<file path="config.mk">
export PLATFORM = sky130hd
export DESIGN_NAME = ram_port_arbiter_flat
export DESIGN_NICKNAME = d
export VERILOG_FILES = /design/src/rtl/ram_port_arbiter_if.sv /design/src/rtl/ram_port_arbiter.sv /design/src/flat_wrapper.sv
export SDC_FILE = /design/constraint.sdc
export NUM_CORES = 1
export LEC_CHECK = 0
export BUFFER_PORTS_ARGS = -buffer_cell sky130_fd_sc_hd__buf_2
export CAP_MARGIN = 20
export CORE_AREA = 2 2 100 102
export CTS_CLUSTER_SIZE = 28
export DETAILED_ROUTE_END_ITERATION = 8
export DIE_AREA = 0 0 102 104
export PLACE_DENSITY_LB_ADDON = 0.05
export SYNTH_ARGS = -nofsm -noshare
export SYNTH_HDL_FRONTEND = slang
export SYNTH_SLANG_ARGS = --single-unit
</file>
<file path="constraint.sdc">
create_clock -name clk_i -period 2.6 [get_ports clk_i]
set_input_delay 0.13 -clock clk_i [delete_from_list [all_inputs] [get_ports clk_i]]
set_output_delay 0.13 -clock clk_i [all_outputs]
set_load 0.005 [all_outputs]
</file>
<file path="src/rtl/ram_port_arbiter_if.sv">
// ram_port_arbiter_if: ibus/dbus Wishbone ports plus the RAM port of the arbiter.
// Signal suffixes are from the arbiter's point of view (slave modport).
interface ram_port_arbiter_if #(
    parameter int ADDR_W = 12,
    parameter int DATA_W = 32
);
    logic                  i_cyc_i, i_stb_i;
    logic [31:0]           i_adr_i;
    logic [DATA_W-1:0]     i_dat_o;
    logic                  i_ack_o;
    logic                  d_cyc_i, d_stb_i, d_we_i;
    logic [31:0]           d_adr_i;
    logic [DATA_W/8-1:0]   d_sel_i;
    logic [DATA_W-1:0]     d_dat_i, d_dat_o;
    logic                  d_ack_o;
    logic                  ram_we_o;
    logic [ADDR_W-1:0]     ram_adr_o;
    logic [DATA_W/8-1:0]   ram_be_o;
    logic [DATA_W-1:0]     ram_dat_o, ram_dat_i;
    logic [1:0]            grant_o;

    modport slave (
        input  i_cyc_i, i_stb_i, i_adr_i, d_cyc_i, d_stb_i, d_we_i, d_adr_i, d_sel_i, d_dat_i, ram_dat_i,
        output i_dat_o, i_ack_o, d_dat_o, d_ack_o, ram_we_o, ram_adr_o, ram_be_o, ram_dat_o, grant_o
    );

    modport master (
        output i_cyc_i, i_stb_i, i_adr_i, d_cyc_i, d_stb_i, d_we_i, d_adr_i, d_sel_i, d_dat_i, ram_dat_i,
        input  i_dat_o, i_ack_o, d_dat_o, d_ack_o, ram_we_o, ram_adr_o, ram_be_o, ram_dat_o, grant_o
    );
endinterface

</file>
<file path="src/rtl/ram_port_arbiter.sv">
// ram_port_arbiter: round-robin two-master Wishbone classic arbiter in front of a
// single-port RAM with 1-cycle registered read data (IDLE -> ACCESS -> RESP).
module ram_port_arbiter #(
    parameter int ADDR_W = 12,
    parameter int DATA_W = 32
) (
    input  logic                clk_i,
    input  logic                rst_i,
    ram_port_arbiter_if.slave   bus
);
    typedef enum logic [1:0] {IDLE, ACCESS, RESP} state_t;
    localparam logic [1:0] G_NONE = 2'b00, G_I = 2'b01, G_D = 2'b10;

    state_t            state_q, state_d;
    logic [1:0]        gnt_q, gnt_d;
    logic              last_dbus_q, last_dbus_d;
    logic              abort_q, abort_d;
    logic [ADDR_W-1:0] adr_q, adr_d;
    logic              req_ib, req_db, is_d, own_cyc, ack;
    logic [ADDR_W-1:0] sel_adr;
    logic              unused_adr;

    assign req_ib  = bus.i_cyc_i & bus.i_stb_i;
    assign req_db  = bus.d_cyc_i & bus.d_stb_i;
    assign is_d    = gnt_q == G_D;
    assign sel_adr = is_d ? bus.d_adr_i[ADDR_W+1:2] : bus.i_adr_i[ADDR_W+1:2];
    assign own_cyc = is_d ? bus.d_cyc_i : bus.i_cyc_i;
    assign unused_adr = ^{bus.i_adr_i[31:ADDR_W+2], bus.i_adr_i[1:0],
                          bus.d_adr_i[31:ADDR_W+2], bus.d_adr_i[1:0]};

    always_comb begin
        state_d     = state_q;
        gnt_d       = gnt_q;
        last_dbus_d = last_dbus_q;
        abort_d     = abort_q;
        adr_d       = adr_q;
        case (state_q)
            IDLE: if (req_ib | req_db) begin
                // on a tie the master that was not granted last wins
                gnt_d       = (req_db & (~req_ib | ~last_dbus_q)) ? G_D : G_I;
                last_dbus_d = gnt_d == G_D;
                abort_d     = 1'b0;
                state_d     = ACCESS;
            end
            ACCESS: begin
                adr_d   = sel_adr;
                abort_d = ~own_cyc;
                state_d = RESP;
            end
            default: state_d = IDLE;
        endcase
    end

    always_ff @(posedge clk_i or posedge rst_i)
        if (rst_i) begin
            state_q     <= IDLE;
            gnt_q       <= G_NONE;
            last_dbus_q <= 1'b0;
            abort_q     <= 1'b0;
            adr_q       <= '0;
        end else begin
            state_q     <= state_d;
            gnt_q       <= gnt_d;
            last_dbus_q <= last_dbus_d;
            abort_q     <= abort_d;
            adr_q       <= adr_d;
        end

    // a write issued in ACCESS completes even if the master aborts; only the ack is dropped
    assign ack           = state_q == RESP && own_cyc && !abort_q;
    assign bus.i_ack_o   = ack && gnt_q == G_I;
    assign bus.d_ack_o   = ack && gnt_q == G_D;
    assign bus.ram_we_o  = state_q == ACCESS && is_d && bus.d_we_i;
    assign bus.ram_be_o  = state_q != ACCESS ? '0 : is_d ? bus.d_sel_i : '1;
    assign bus.ram_adr_o = state_q == ACCESS ? sel_adr : adr_q;
    assign bus.ram_dat_o = bus.d_dat_i;
    assign bus.i_dat_o   = bus.ram_dat_i;
    assign bus.d_dat_o   = bus.ram_dat_i;
    assign bus.grant_o   = state_q == IDLE ? G_NONE : gnt_q;
endmodule

</file>
<file path="src/flat_wrapper.sv">
// flat-port wrapper written by rule: the top's interface ports become plain ports
module ram_port_arbiter_flat 
#(
    parameter int ADDR_W = 12,
    parameter int DATA_W = 32
)
  (clk_i, rst_i, bus_i_cyc_i, bus_i_stb_i, bus_i_adr_i, bus_d_cyc_i, bus_d_stb_i, bus_d_we_i, bus_d_adr_i, bus_d_sel_i, bus_d_dat_i, bus_ram_dat_i, bus_i_dat_o, bus_i_ack_o, bus_d_dat_o, bus_d_ack_o, bus_ram_we_o, bus_ram_adr_o, bus_ram_be_o, bus_ram_dat_o, bus_grant_o);
  ram_port_arbiter_if #(.ADDR_W(ADDR_W), .DATA_W(DATA_W)) bus_i ();
  input  logic clk_i;
  input  logic rst_i;
  input wire logic [$bits(bus_i.i_cyc_i)-1:0] bus_i_cyc_i;
  input wire logic [$bits(bus_i.i_stb_i)-1:0] bus_i_stb_i;
  input wire logic [$bits(bus_i.i_adr_i)-1:0] bus_i_adr_i;
  input wire logic [$bits(bus_i.d_cyc_i)-1:0] bus_d_cyc_i;
  input wire logic [$bits(bus_i.d_stb_i)-1:0] bus_d_stb_i;
  input wire logic [$bits(bus_i.d_we_i)-1:0] bus_d_we_i;
  input wire logic [$bits(bus_i.d_adr_i)-1:0] bus_d_adr_i;
  input wire logic [$bits(bus_i.d_sel_i)-1:0] bus_d_sel_i;
  input wire logic [$bits(bus_i.d_dat_i)-1:0] bus_d_dat_i;
  input wire logic [$bits(bus_i.ram_dat_i)-1:0] bus_ram_dat_i;
  output wire logic [$bits(bus_i.i_dat_o)-1:0] bus_i_dat_o;
  output wire logic [$bits(bus_i.i_ack_o)-1:0] bus_i_ack_o;
  output wire logic [$bits(bus_i.d_dat_o)-1:0] bus_d_dat_o;
  output wire logic [$bits(bus_i.d_ack_o)-1:0] bus_d_ack_o;
  output wire logic [$bits(bus_i.ram_we_o)-1:0] bus_ram_we_o;
  output wire logic [$bits(bus_i.ram_adr_o)-1:0] bus_ram_adr_o;
  output wire logic [$bits(bus_i.ram_be_o)-1:0] bus_ram_be_o;
  output wire logic [$bits(bus_i.ram_dat_o)-1:0] bus_ram_dat_o;
  output wire logic [$bits(bus_i.grant_o)-1:0] bus_grant_o;
  assign bus_i.i_cyc_i = bus_i_cyc_i;
  assign bus_i.i_stb_i = bus_i_stb_i;
  assign bus_i.i_adr_i = bus_i_adr_i;
  assign bus_i.d_cyc_i = bus_d_cyc_i;
  assign bus_i.d_stb_i = bus_d_stb_i;
  assign bus_i.d_we_i = bus_d_we_i;
  assign bus_i.d_adr_i = bus_d_adr_i;
  assign bus_i.d_sel_i = bus_d_sel_i;
  assign bus_i.d_dat_i = bus_d_dat_i;
  assign bus_i.ram_dat_i = bus_ram_dat_i;
  assign bus_i_dat_o = bus_i.i_dat_o;
  assign bus_i_ack_o = bus_i.i_ack_o;
  assign bus_d_dat_o = bus_i.d_dat_o;
  assign bus_d_ack_o = bus_i.d_ack_o;
  assign bus_ram_we_o = bus_i.ram_we_o;
  assign bus_ram_adr_o = bus_i.ram_adr_o;
  assign bus_ram_be_o = bus_i.ram_be_o;
  assign bus_ram_dat_o = bus_i.ram_dat_o;
  assign bus_grant_o = bus_i.grant_o;
  ram_port_arbiter #(.ADDR_W(ADDR_W), .DATA_W(DATA_W)) u_core (.clk_i(clk_i), .rst_i(rst_i), .bus(bus_i));
endmodule
</file>
* Word-level counts from Yosys, hierarchy flattened
Index checks and enable logic that the tools add are counted.
Widths: inputs -> output; s select.
** Storage, ports and cells
- Output and inout bits :: 117
- Register bits :: 18
- Input port bits :: 139
** Operators by class
- Reduce and logical (&&, ||, !) cells :: 11
- Bitwise operators :: 8
- Eq/ne operators :: 7
- Multiplexer cells :: 11
** Operators with widths (number)
- $mux 12 :: 2
- $mux 4 :: 2
- $eq 2x2->1 const B :: 3
- $logic_and 1x1->1 :: 6
- $mux 2 :: 3
- $eq 2x1->1 const B :: 2
- $ne 2x1->1 const B :: 2
- $pmux 2 s2 :: 1
- $reduce_and 2->1 :: 2
- $and 1x1->1 :: 3
- $not 1->1 :: 3
- $logic_not 2->1 :: 1
- $mux 1 :: 2
- $or 1x1->1 :: 2
- $pmux 1 s2 :: 1
- $reduce_bool 2->1 :: 1
- $logic_not 1->1 :: 1

* Depth between registers and ports, before layout
- Word-level depth :: 6
- Gate-level depth with buffers :: 5

* Worst setup path after synthesis
OpenSTA, ideal clock, no wires.
- Path type :: register to output
- Start point :: register u_core.gnt_q[0]
- End point :: output port bus_ram_adr_o[10]
- Setup slack :: 1.395 ns
- Data required time :: 2.470 ns
- Buffers on the path :: 2
- Arrival :: 1.075 ns
- Stages on the path, launching flop included :: 6
- Path through :: dfrtp_1 nand2b_1 buf_6 buf_6 mux2i_1 o21ai_1
** On the way
- Cells in the longest elaborated chain, start to end :: 3
** Ends and longest elaborated chain
- from (decl) :: line ram_port_arbiter.sv:15 : logic [1:0] gnt_q, gnt_d;
- from (signal assigned) :: line ram_port_arbiter.sv:63 : gnt_q <= gnt_d;
- $eq 2x2->1 :: line ram_port_arbiter.sv:25 : assign is_d = gnt_q == G_D;
- $mux 12 :: line ram_port_arbiter.sv:26 : assign sel_adr = is_d ? bus.d_adr_i[ADDR_W+1:2] : bus.i_adr_i[ADDR_W+1:2];
- $mux 12 :: line ram_port_arbiter.sv:75 : assign bus.ram_adr_o = state_q == ACCESS ? sel_adr : adr_q;
- to (decl) :: line flat_wrapper.sv:26 : output wire logic [$bits(bus_i.ram_adr_o)-1:0] bus_ram_adr_o;
No other way between the ends.

* Final worst setup path
- Start point :: register u_core.state_q[1]
- End point :: output port bus_ram_adr_o[9]
** On the way
- Cells in the longest elaborated chain, start to end :: 2
** Ends and longest elaborated chain
- from (decl) :: line ram_port_arbiter.sv:14 : state_t state_q, state_d;
- from (signal assigned) :: line ram_port_arbiter.sv:62 : state_q <= state_d;
- $eq 2x1->1 :: line ram_port_arbiter.sv:75
- $mux 12 :: line ram_port_arbiter.sv:75
No other way between the ends.

==> reports/summary.txt <==
post_cts resized = 0
Max clock buf depth = 2
DRC Markers = 0
Post-Route WL = 3390 um
Cell Chain, Critical Path = nand2b_1 -> buf_4 -> nand2_1 -> o21ai_1 -> buf_2
dpl hpwl = 2560 um
clk sinks = 17
die area = 10600 um2
DP Area = 1290 um2
Non-Filler Instances = 282
htree depth = 1
Buf/Inv on CP = 2
# nets final = 289
r2r setup slk = 1.03 ns
Max Freq = 498 MHz
Slowest-stage cell, CP = nand2b_1
gr ovfl total = 0
CTS buffer count = 3
worst min path class = input pin to async pin
# Max-Cap Violations = 0
critical path class = register to primary output
slew margin rel. = 51.0%
layout cell share with drive strength beyond 1 = 42.3%
max incr delay on CP = 0.59 ns
Setup violations, final = 0
Routed Antenna Nets = 0
DR vias = 894
Syn Inst Count = 189
Synth Register Bits = 17
Diodes inserted = 0
drt pass-1 iters = 3
clock slew at reported path FFs = 0.07 ns
status = complete, but fails checks
Post-CTS Hold Fix Bufs = 0
final hold slack = -0.00311 ns
Core ar. = 9550 um2
clock tree root driver cell = clkbuf_8
wire per inst = 12.0 um
post-route cell area = 1340 um2
sequential area share after synthesis = 26.7%
first-pass GRT wire length = 5270 um
Worst-Margin Slew = 0.734 ns
dpl cells = 278
CP endpoint kind = primary output
CP Max Fanout = 19
Synth Area per Inst = 8.42 um2
routability congestion estimate = 0.627
io pins = 256
number of buffers added for setup after CTS = 0
CP Launch Type = register
Max Slew Vio Count = 0
final period utilization = 77.3%
Distinct cells, synth = 21
Leak = 0.000713 uW
Total Neg Setup Slack = 0 ns
Mapped Area = 1590 um2
Top delay family on crit path = simple AND/OR/NAND/NOR gates
Syn. warnings = 0
global-route usage over all layers = 6.22%
final hold vios = 17
P per Cell Area = 805 nW/um2
antenna violations before repair = 0
r2r endpoint = u_core.adr_q[9]
Starting Density = 16.7%
DR vias/cell = 3.17
WP data required = 2.47 ns
skew final = 0.00105 ns
PortBufs = 55
crit path DAT = 1.88 ns
largest net degree at the start of global routing = 20
final worst path period need = 2.01 ns
DR iter-0 viols = 17
CTS tree = built
worst-skew pair later-pin latency = 0.25 ns
failing checks = hold timing
die width = 102 um
vias in the first global route = 1046
maximum VDD drop = 0.178 mV
Layout area overhead = -16.0%
worst reg-to-reg path cell count = 4
Synth Net Count = 328
unrepaired setup endpoints after global routing = false
Die Y = 104 um
standard-cell rows = 36
RR Startpoint = u_core.state_q[1]
==> how the worst max path moves through the flow <==
stage,start,endpoint,slack (ns),depth (start not counted)
4_1_cts,u_core.state_q[1],bus_ram_adr_o[9],0.49,5
3_3_place_gp,u_core.state_q[1],bus_ram_adr_o[10],0.78,5
6_report,u_core.state_q[1],bus_ram_adr_o[9],0.59,5
5_1_grt,u_core.state_q[1],bus_ram_adr_o[9],0.35,5
2_1_floorplan,u_core.gnt_q[0],bus_ram_adr_o[10],1.39,5
3_5_place_dp,u_core.state_q[1],bus_ram_adr_o[9],0.78,5
==> stage by stage <==
step / util, % / hold slack [ns] / setup slack (ns) / total power, uW
5_1_grt: 14.0 / 0.0581 / 0.351 / 1190
4_1_cts: 14.0 / 0.0386 / 0.486 / 1120
3_3_place_gp: 13.5 / 0.260 / 0.782 / 901
3_5_place_dp: 13.5 / 0.260 / 0.784 / 897
2_1_floorplan: - / 0.0561 / 1.39 / 819
6_report: 14.0 / -0.00311 / 0.591 / 1080
==> kinds of logic (layout without fill, tap and decap cells) <==
family / count (synthesis) / count (layout) / synth area share (%)
buf+inv: 105 / 65 / 48.5
mux: 13 / 13 / 8.49
compound gates: 17 / 17 / 6.37
flops: 17 / 17 / 26.7
simple gates: 37 / 37 / 9.91
==> area by class of cell <==
cell class                      instances  area, um2
Fill cell                            1132       8210
Clock buffer                            4       45.0
Timing Repair Buffer                   57        290
Tap cell                              133        166
Multi-Input combinational cell         67        394
Sequential cell                        17        425
Inverter                                4       15.0
==> cell usage after synthesis (all sizes together) <==
master,count,area share [%]
o21ai,13,4.1
o2bb2ai,1,0.55
nand2,17,4.0
inv,4,0.94
a21boi,1,0.47
nor2b,2,0.79
mux2,1,0.94
dfrtp,17,27
clkbuf,1,0.24
mux2i,12,7.5
o22ai,1,0.79
o31ai,1,0.47
nand2b,2,0.79
nand3,2,0.63
nor3,3,0.94
nor2,11,2.8
buf,100,47
==> cell usage in the layout (no fill, tap or decap), drive strengths merged <==
cell      n
a21boi    1
buf      57
clkbuf    4
dfrtp    17
inv       4
mux2      1
mux2i    12
nand2    17
nand2b    2
nand3     2
nor2     11
nor2b     2
nor3      3
o21ai    13
o22ai     1
o2bb2ai   1
o31ai     1
==> report_power, final <==
part	leakage, uW	internal [uW]	switching, uW	total, uW
combinational	0.000479	208	244	452
clock	0.0000228	109	94.3	203
sequential	0.000211	371	48.3	420
total	0.000713	688	387	1080
==> per-layer routing <==
metal  share of wire (%)  vias to the layer above  track usage (%)  routed length (um)
li1                    -                      423                -                   -
met1                  39                      365             6.72                1320
met2                  42                       68             9.35                1440
met3                  13                       38             2.96                 441
met4                 5.7                        0             4.48                 192
met5                   0                        -                0                   0
==> sequential cells by signal, summed over array words and instances, names as in the netlist <==
register            flops
u_core.gnt_q            1
u_core.last_dbus_q      1
u_core.state_q          2
u_core.abort_q          1
u_core.adr_q           12
Power figures use the tool's default switching activity.
